[src/rtl/fmul_seq.sv]
// fmul_seq: iterative shift-add multiplier covering MUL, MULS, MULSU, FMUL, FMULS, FMULSU.
// Optional macro FMUL_SAT_EN: FMULS of most-negative x most-negative saturates instead of wrapping.
module fmul_seq #(
  parameter int unsigned WIDTH = 8,
  parameter int unsigned CNT_W = $clog2(WIDTH + 1)
) (
  input  logic             i_clk,
  input  logic             i_rst,
  input  logic             i_valid,
  output logic             o_ready,
  input  logic [2:0]       i_mode,
  input  logic [WIDTH-1:0] i_rd,
  input  logic [WIDTH-1:0] i_rr,
  output logic             o_valid,
  input  logic             i_ready,
  output logic [WIDTH-1:0] o_r1,
  output logic [WIDTH-1:0] o_r0,
  output logic             o_c,
  output logic             o_z
);

  localparam int unsigned PW = 2 * WIDTH;

  typedef enum logic [1:0] {
    IDLE = 2'd0,
    BUSY = 2'd1,
    DONE = 2'd2
  } state_t;

  state_t           state;
  logic [CNT_W-1:0] cnt;
  logic [PW-1:0]    acc;
  logic [PW-1:0]    mcand;
  logic [WIDTH-1:0] mplier;
  logic             neg;
  logic             frac;

`ifdef FMUL_SAT_EN
  localparam logic [WIDTH-1:0] MOST_NEG = {1'b1, {(WIDTH-1){1'b0}}};
  logic sat;
  logic sat_hit_c;
`endif

  logic             rd_signed_c;
  logic             rr_signed_c;
  logic             rd_neg_c;
  logic             rr_neg_c;
  logic [WIDTH-1:0] rd_mag_c;
  logic [WIDTH-1:0] rr_mag_c;
  logic [PW-1:0]    acc_next_c;
  logic [PW-1:0]    prod_c;
  logic [PW-1:0]    res_c;

  // Operand decode: reserved mode 11 falls through to unsigned x unsigned.
  always_comb begin
    rd_signed_c = (i_mode[1:0] == 2'b01) || (i_mode[1:0] == 2'b10);
    rr_signed_c = (i_mode[1:0] == 2'b01);
    rd_neg_c    = rd_signed_c && i_rd[WIDTH-1];
    rr_neg_c    = rr_signed_c && i_rr[WIDTH-1];
    rd_mag_c    = rd_neg_c ? WIDTH'(~i_rd + WIDTH'(1)) : i_rd;
    rr_mag_c    = rr_neg_c ? WIDTH'(~i_rr + WIDTH'(1)) : i_rr;
  end

`ifdef FMUL_SAT_EN
  always_comb begin
    sat_hit_c = (i_mode == 3'b101) && (i_rd == MOST_NEG) && (i_rr == MOST_NEG);
  end
`endif

  // One shift-add step plus the sign / fractional-shift post-processing of its result.
  always_comb begin
    acc_next_c = acc + (mplier[0] ? mcand : '0);
    prod_c     = neg ? PW'(~acc_next_c + PW'(1)) : acc_next_c;
    res_c      = frac ? {prod_c[PW-2:0], 1'b0} : prod_c;
`ifdef FMUL_SAT_EN
    if (sat) begin
      res_c = {1'b0, {(PW-1){1'b1}}};
    end
`endif
  end

  always_ff @(posedge i_clk) begin
    if (i_rst) begin
      state   <= IDLE;
      o_ready <= 1'b1;
      o_valid <= 1'b0;
      o_r1    <= '0;
      o_r0    <= '0;
      o_c     <= 1'b0;
      o_z     <= 1'b0;
      cnt     <= '0;
      acc     <= '0;
      mcand   <= '0;
      mplier  <= '0;
      neg     <= 1'b0;
      frac    <= 1'b0;
`ifdef FMUL_SAT_EN
      sat     <= 1'b0;
`endif
    end else begin
      case (state)
        IDLE: begin
          if (i_valid) begin
            state   <= BUSY;
            o_ready <= 1'b0;
            acc     <= '0;
            mcand   <= PW'(rd_mag_c);
            mplier  <= rr_mag_c;
            neg     <= rd_neg_c ^ rr_neg_c;
            frac    <= i_mode[2];
            cnt     <= '0;
`ifdef FMUL_SAT_EN
            sat     <= sat_hit_c;
`endif
          end
        end
        BUSY: begin
          acc    <= acc_next_c;
          mcand  <= mcand << 1;
          mplier <= mplier >> 1;
          cnt    <= cnt + CNT_W'(1);
          // Final iteration: register the finished result directly from the step logic.
          if (cnt == CNT_W'(WIDTH - 1)) begin
            state   <= DONE;
            o_valid <= 1'b1;
            o_r1    <= res_c[PW-1:WIDTH];
            o_r0    <= res_c[WIDTH-1:0];
            o_c     <= prod_c[PW-1];
            o_z     <= (res_c == '0);
          end
        end
        DONE: begin
          if (i_ready) begin
            state   <= IDLE;
            o_valid <= 1'b0;
            o_ready <= 1'b1;
          end
        end
        default: begin
          state   <= IDLE;
          o_valid <= 1'b0;
          o_ready <= 1'b1;
        end
      endcase
    end
  end

endmodule

[config.mk]
export PLATFORM = sky130hd
export DESIGN_NAME = fmul_seq
export DESIGN_NICKNAME = d
export VERILOG_FILES = /design/src/rtl/fmul_seq.sv
export SDC_FILE = /design/constraint.sdc
export NUM_CORES = 1
export LEC_CHECK = 0
export CAP_MARGIN = 20
export CORE_UTILIZATION = 33
export CTS_CLUSTER_SIZE = 10
export DETAILED_ROUTE_END_ITERATION = 12
export HOLD_SLACK_MARGIN = 0.02
export PLACE_DENSITY = 0.56
export SYNTH_ARGS = -nofsm -noshare
export SYNTH_HDL_FRONTEND = slang
export SYNTH_SLANG_ARGS = --single-unit
[constraint.sdc]
create_clock -name i_clk -period 3.8 [get_ports i_clk]
set_clock_uncertainty 0.2 [all_clocks]
set_input_delay 0.76 -clock i_clk [delete_from_list [all_inputs] [get_ports i_clk]]
set_output_delay 0.76 -clock i_clk [all_outputs]
set_load 0.03 [all_outputs]
Word level (Yosys, flattened, before mapping) --
Index checks and enable logic that the tools add are counted.
Cells by class: add/sub/neg operators 5, eq/ne operators 8, muxes and demuxes 23, bitwise logic cells 6, reductions and logical operators 12
Operators by type and width (number):
- $mux W16 | 5
- $pmux W16 S2 | 2
- $mux W8 | 3
- $add A16 B1 Y16 const B | 1
- $add A16 B16 Y16 | 1
- $add A8 B1 Y8 const B | 2
- $logic_not A16 Y1 | 1
- $not A16 Y16 | 1
- $not A8 Y8 | 2
- $pmux W8 S2 | 1
- $reduce_and A3 Y1 | 3
- $pmux W4 S2 | 1
- $mux W2 | 3
- $ne A2 B2 Y1 const B | 3
- $pmux W1 S3 | 2
- $pmux W2 S3 | 1
- $reduce_and A2 Y1 | 3
- $add A4 B1 Y4 const B | 1
- $eq A2 B1 Y1 const B | 2
- $eq A2 B2 Y1 const B | 2
- $eq A4 B3 Y1 const B | 1
- $mux W1 | 4
- $mux W4 | 1
- $logic_and A1 B1 Y1 | 2
- other kinds (5) | 6
Word-level totals: register bits 68, input bits 23, output and inout port bits 20, word-level logic and storage cells 67

Longest topological paths before layout --
depth in word-level cells 7, mapped depth 15

Worst setup path after synthesis --
No wires, ideal clock.
kind register -> register, from register mplier[0], to register o_z, data arrival time 3456 ps, required time 3516 ps, path slack 60 ps, stages on the path, launching flop included 15, clock period less this slack 3740 ps, path through dfxtp_1 clkbuf_1 and2_1 ha_1 fa_1 a211oi_1 nor2_1 a211o_4 a211oi_4 nand4_4 or4_1 o21ai_2 xnor2_1 o21a_1 o31ai_2
Between the ends: word-level cells in the longest chain between the ends 7
Ends and longest elaborated chain:
- start, declared | RTL line 34 | logic [WIDTH-1:0] mplier;
- start signal, assigned | RTL line 108 | mplier <= rr_mag_c;
- start signal, assigned | RTL line 120 | mplier <= mplier >> 1;
- $mux W16 (*) | RTL line 72 | acc_next_c = acc + (mplier[0] ? mcand : '0);
- $add A16 B16 Y16 (*) | RTL line 72
- $not A16 Y16 | RTL line 73 | prod_c = neg ? PW'(~acc_next_c + PW'(1)) : acc_next_c;
- $add A16 B1 Y16 | RTL line 73
- $mux W16 (*) | RTL line 73
- $mux W16 (*) | RTL line 74 | res_c = frac ? {prod_c[PW-2:0], 1'b0} : prod_c;
- $logic_not A16 Y1 (*) | RTL line 129 | o_z <= (res_c == '0);
- end signal, assigned | RTL line 129
- end, declared | RTL line 19 | output logic o_z
Every way passes the cells marked *; elsewhere a longest branch is shown, timed or not. A chain may end at the register's enable or synchronous reset.

Worst setup path after layout --
from register mcand[0], to register o_z
Between the ends: word-level cells in the longest chain between the ends 7
Ends and longest elaborated chain:
- start, declared | RTL line 33 | logic [PW-1:0] mcand;
- start signal, assigned | RTL line 107 | mcand <= PW'(rd_mag_c);
- start signal, assigned | RTL line 119 | mcand <= mcand << 1;
- $mux W16 (*) | RTL line 72
- $add A16 B16 Y16 (*) | RTL line 72
- $not A16 Y16 | RTL line 73
- $add A16 B1 Y16 | RTL line 73
- $mux W16 (*) | RTL line 73
- $mux W16 (*) | RTL line 74
- $logic_not A16 Y1 (*) | RTL line 129
Marked as above.

==> metrics <==
Post-DP HPWL around 8.6 mm; worst hold path class reg2reg; arrival time worst endpoint about 3900 ps; Die ar. about 14000 sq um; Pleak 2.14 nW; startpoint types flop; final instance area roughly 5600 sq um; Cell variety after synth between 60 and 70; Core Box Area between 10000 and 15000 sq um; pin count of the biggest net entering global routing 69; Overflow after GRT 0; ant diodes 0; worst flop-to-flop path endpoint o_z; CP endpoint o_z; clk slew on worst S/H paths ~60 ps; worst setup path start mcand[0]; WHS 248 ps; vias per cell ~5.3; CTS max path bufs 2; clk_lat worst skew roughly 350 ps; CTS H-Tree Depth 3; RSZ-0062 raised after global routing yes; count leader, synth a21oi_1; Routed wire per std cell roughly 15 um; vias in the first global route approximately 4000; first-pass GRT wire length 19.8 mm; IO buf count between 40 and 50; FF+latch count, synth just under 70; Die Span X around 120 um; Main synth FF type dfxtp_1; Tcrit/Tclk final 0.997; GRT Total Usage 0.179; Post-synth EDFFs 0; layout cells sized above 1 0.132; detailed-route via count 4322; Reg-to-Reg Start mcand[0]; CP Class reg2reg; final hold vios 0; post-synth top area cell dfxtp_1; Die Height between 100 and 150 um; DRC 0; Filler cells approximately 1300; antenna violations before repair 0; max_slew headroom 0.307; post-synth top area share 0.306; drt pass-1 iters 5; CTS Hold Bufs 0; Syn Area/Cell 7.69 sq um; VDD IR max 0.330 mV; initial drt markers ~220; Slew Limit Fails 0; Setup violations, final 0; R2R Setup Slk about 12 ps; DRT antenna net count 0; Seq/Total Area, Yosys 0.306; Cell Area, Synth 4450 sq um; commonest cells in the netlist a21oi_1 (77), nand2_1 (76), dfxtp_1 (68), nor2_1 (48), nand3_1 (34); Worst Path Required between 3000 and 4000 ps; Row Count 42; Starting Density 0.337; metal3 WL just under 400 um; Max Clk Rate 264 MHz; layout net count between 600 and 700; Routed met1 length roughly 5.8 mm; TNS Setup 0 ps; wire length on met2 roughly 5.9 mm; Critical Path Sink Type flop; synth warn 0; syn_nets ~620; max-cap violation count 0; status finished clean; post-layout util 0.427; TritonCTS buffer count 9; CTS Root Cell clkbuf_16; ys async rst share 0; # clock sinks 68; Placer Congestion approximately 0.83; Max Used Layer met4; I/O pins 43; P per Cell Area 335 nW/um^2; total power between 0.0015 and 0.002 W; synth top area cells dfxtp_1 (31%), a21oi_1 (8.7%), nand2_1 (6.4%), ha_1 (5.6%), nor2_1 (4.1%); Reg2Reg Depth 13; Synth Instances about 580; Period minus WS final around 3800 ps; Max FO, Critical Path 5; Slew @ Worst Pin between 1000 and 1500 ps; final wirelength 12.2 mm; area delta synth->final 26.6%; CTS tree yes; dpl cell area around 5200 sq um
[worst min path at each step]
stage,startpoint,end,slack (ps),cells after the start
floorplan,mplier[3],mplier[2],230,2
global placement,o_r1[6],o_r1[6],240,2
detailed placement,o_r1[6],o_r1[6],240,2
CTS,o_r0[4],o_r0[4],250,2
global route,o_r0[4],o_r0[4],270,2
finish,o_r1[6],o_r1[6],250,2
[stage by stage]
step	worst slack (ps)	std cells
6_report	11.9	812
5_1_grt	-124	812
3_5_place_dp	-12.6	789
2_1_floorplan	60.1	578
3_3_place_gp	64.0	789
4_1_cts	23.7	806
[cell usage in the layout, fill, tap and decap left out, types with 3 or more instances in the layout]
| cell | instances |
|---|---|
| or3_1 | 5 |
| inv_1 | 15 |
| ha_1 | 18 |
| a211oi_1 | 4 |
| buf_4 | 37 |
| o2111ai_1 | 4 |
| and2_1 | 17 |
| a211oi_4 | 3 |
| nand3_1 | 34 |
| a22oi_1 | 13 |
| o21ai_1 | 3 |
| o31ai_1 | 3 |
| nor2b_1 | 3 |
| xnor2_1 | 14 |
| a21oi_2 | 3 |
| nand4_1 | 3 |
| nor3_1 | 8 |
| nor2_1 | 47 |
| o211ai_1 | 11 |
| mux2i_1 | 3 |
| dfxtp_1 | 67 |
| nand2_1 | 76 |
| o21ai_0 | 10 |
| nand3b_1 | 3 |
| a31oi_1 | 7 |
| clkdlybuf4s50_1 | 41 |
| a221oi_1 | 6 |
| o22ai_1 | 3 |
| nand2b_1 | 6 |
| clkbuf_16 | 9 |
| a21o_1 | 7 |
| xor2_1 | 16 |
| nor3b_1 | 3 |
| o21a_1 | 4 |
| and3_1 | 3 |
| a21oi_1 | 73 |
[routing by layer]
layer | vias up | track usage
li1 | 2189 | -
met2 | 81 | 0.297
met3 | 16 | 0.0339
met4 | 0 | 0.0697
met1 | 2036 | 0.227
met5 | - | 0
[registers in the layout (all words and copies together) (netlist names)]
| signal | flops |
|---|---|
| mcand | 16 |
| o_ready | 1 |
| acc | 16 |
| o_r1 | 8 |
| o_r0 | 8 |
| frac | 1 |
| mplier | 8 |
| neg | 1 |
| o_c | 1 |
| cnt | 4 |
| state | 2 |
| o_z | 1 |
| o_valid | 1 |
[worst max-delay path: stages (launching register included)]
cell	delay [ps]
dfxtp_1	320
and2_1	160
ha_2	180
fa_2	400
a211o_4	390
a21o_1	230
a211oi_4	280
xor2_2	290
nand4_4	130
or4_4	450
o21ai_4	150
xnor2_2	100
o21a_1	200
o31ai_2	230
[report_power, final]
| part | switching (W) | internal (W) | total (W) |
|---|---|---|---|
| Clock | 0.000333 | 0.000545 | 0.000877 |
| Combinational | 0.000146 | 0.000111 | 0.000257 |
| Sequential | 0.0000193 | 0.000731 | 0.000750 |
| Total | 0.000498 | 0.00139 | 0.00188 |
[final cells by class]
cell class / count / area, sq um / area share
inverter: 15 / 56.3 / 0.0100
clock buffer: 13 / 260 / 0.0462
timing repair buffer: 79 / 693 / 0.123
multi-input combinational: 458 / 2990 / 0.532
sequential: 68 / 1360 / 0.242
tap: 176 / 220 / 0.0391
clock inverter: 3 / 45.0 / 0.00800
[logic make-up after synthesis]
| family | count (synthesis) | synth area share |
|---|---|---|
| AO/OA/AOI/OAI | 176 | 0.265 |
| XOR/XNOR | 32 | 0.0647 |
| adder cells (fa/ha/maj) | 21 | 0.0608 |
| buffers and inverters | 52 | 0.0473 |
| flip-flops | 68 | 0.306 |
| multiplexers | 4 | 0.00929 |
| AND/OR/NAND/NOR | 225 | 0.246 |
[timing repair]
item / 4_1_cts / 5_1_grt
buffers inserted: 1 / 6
pin swaps: 3 / 11
resized for setup: 4 / 20
endpoints found under the setup margin: 1 / 7
(Power assumes the default switching activity.)
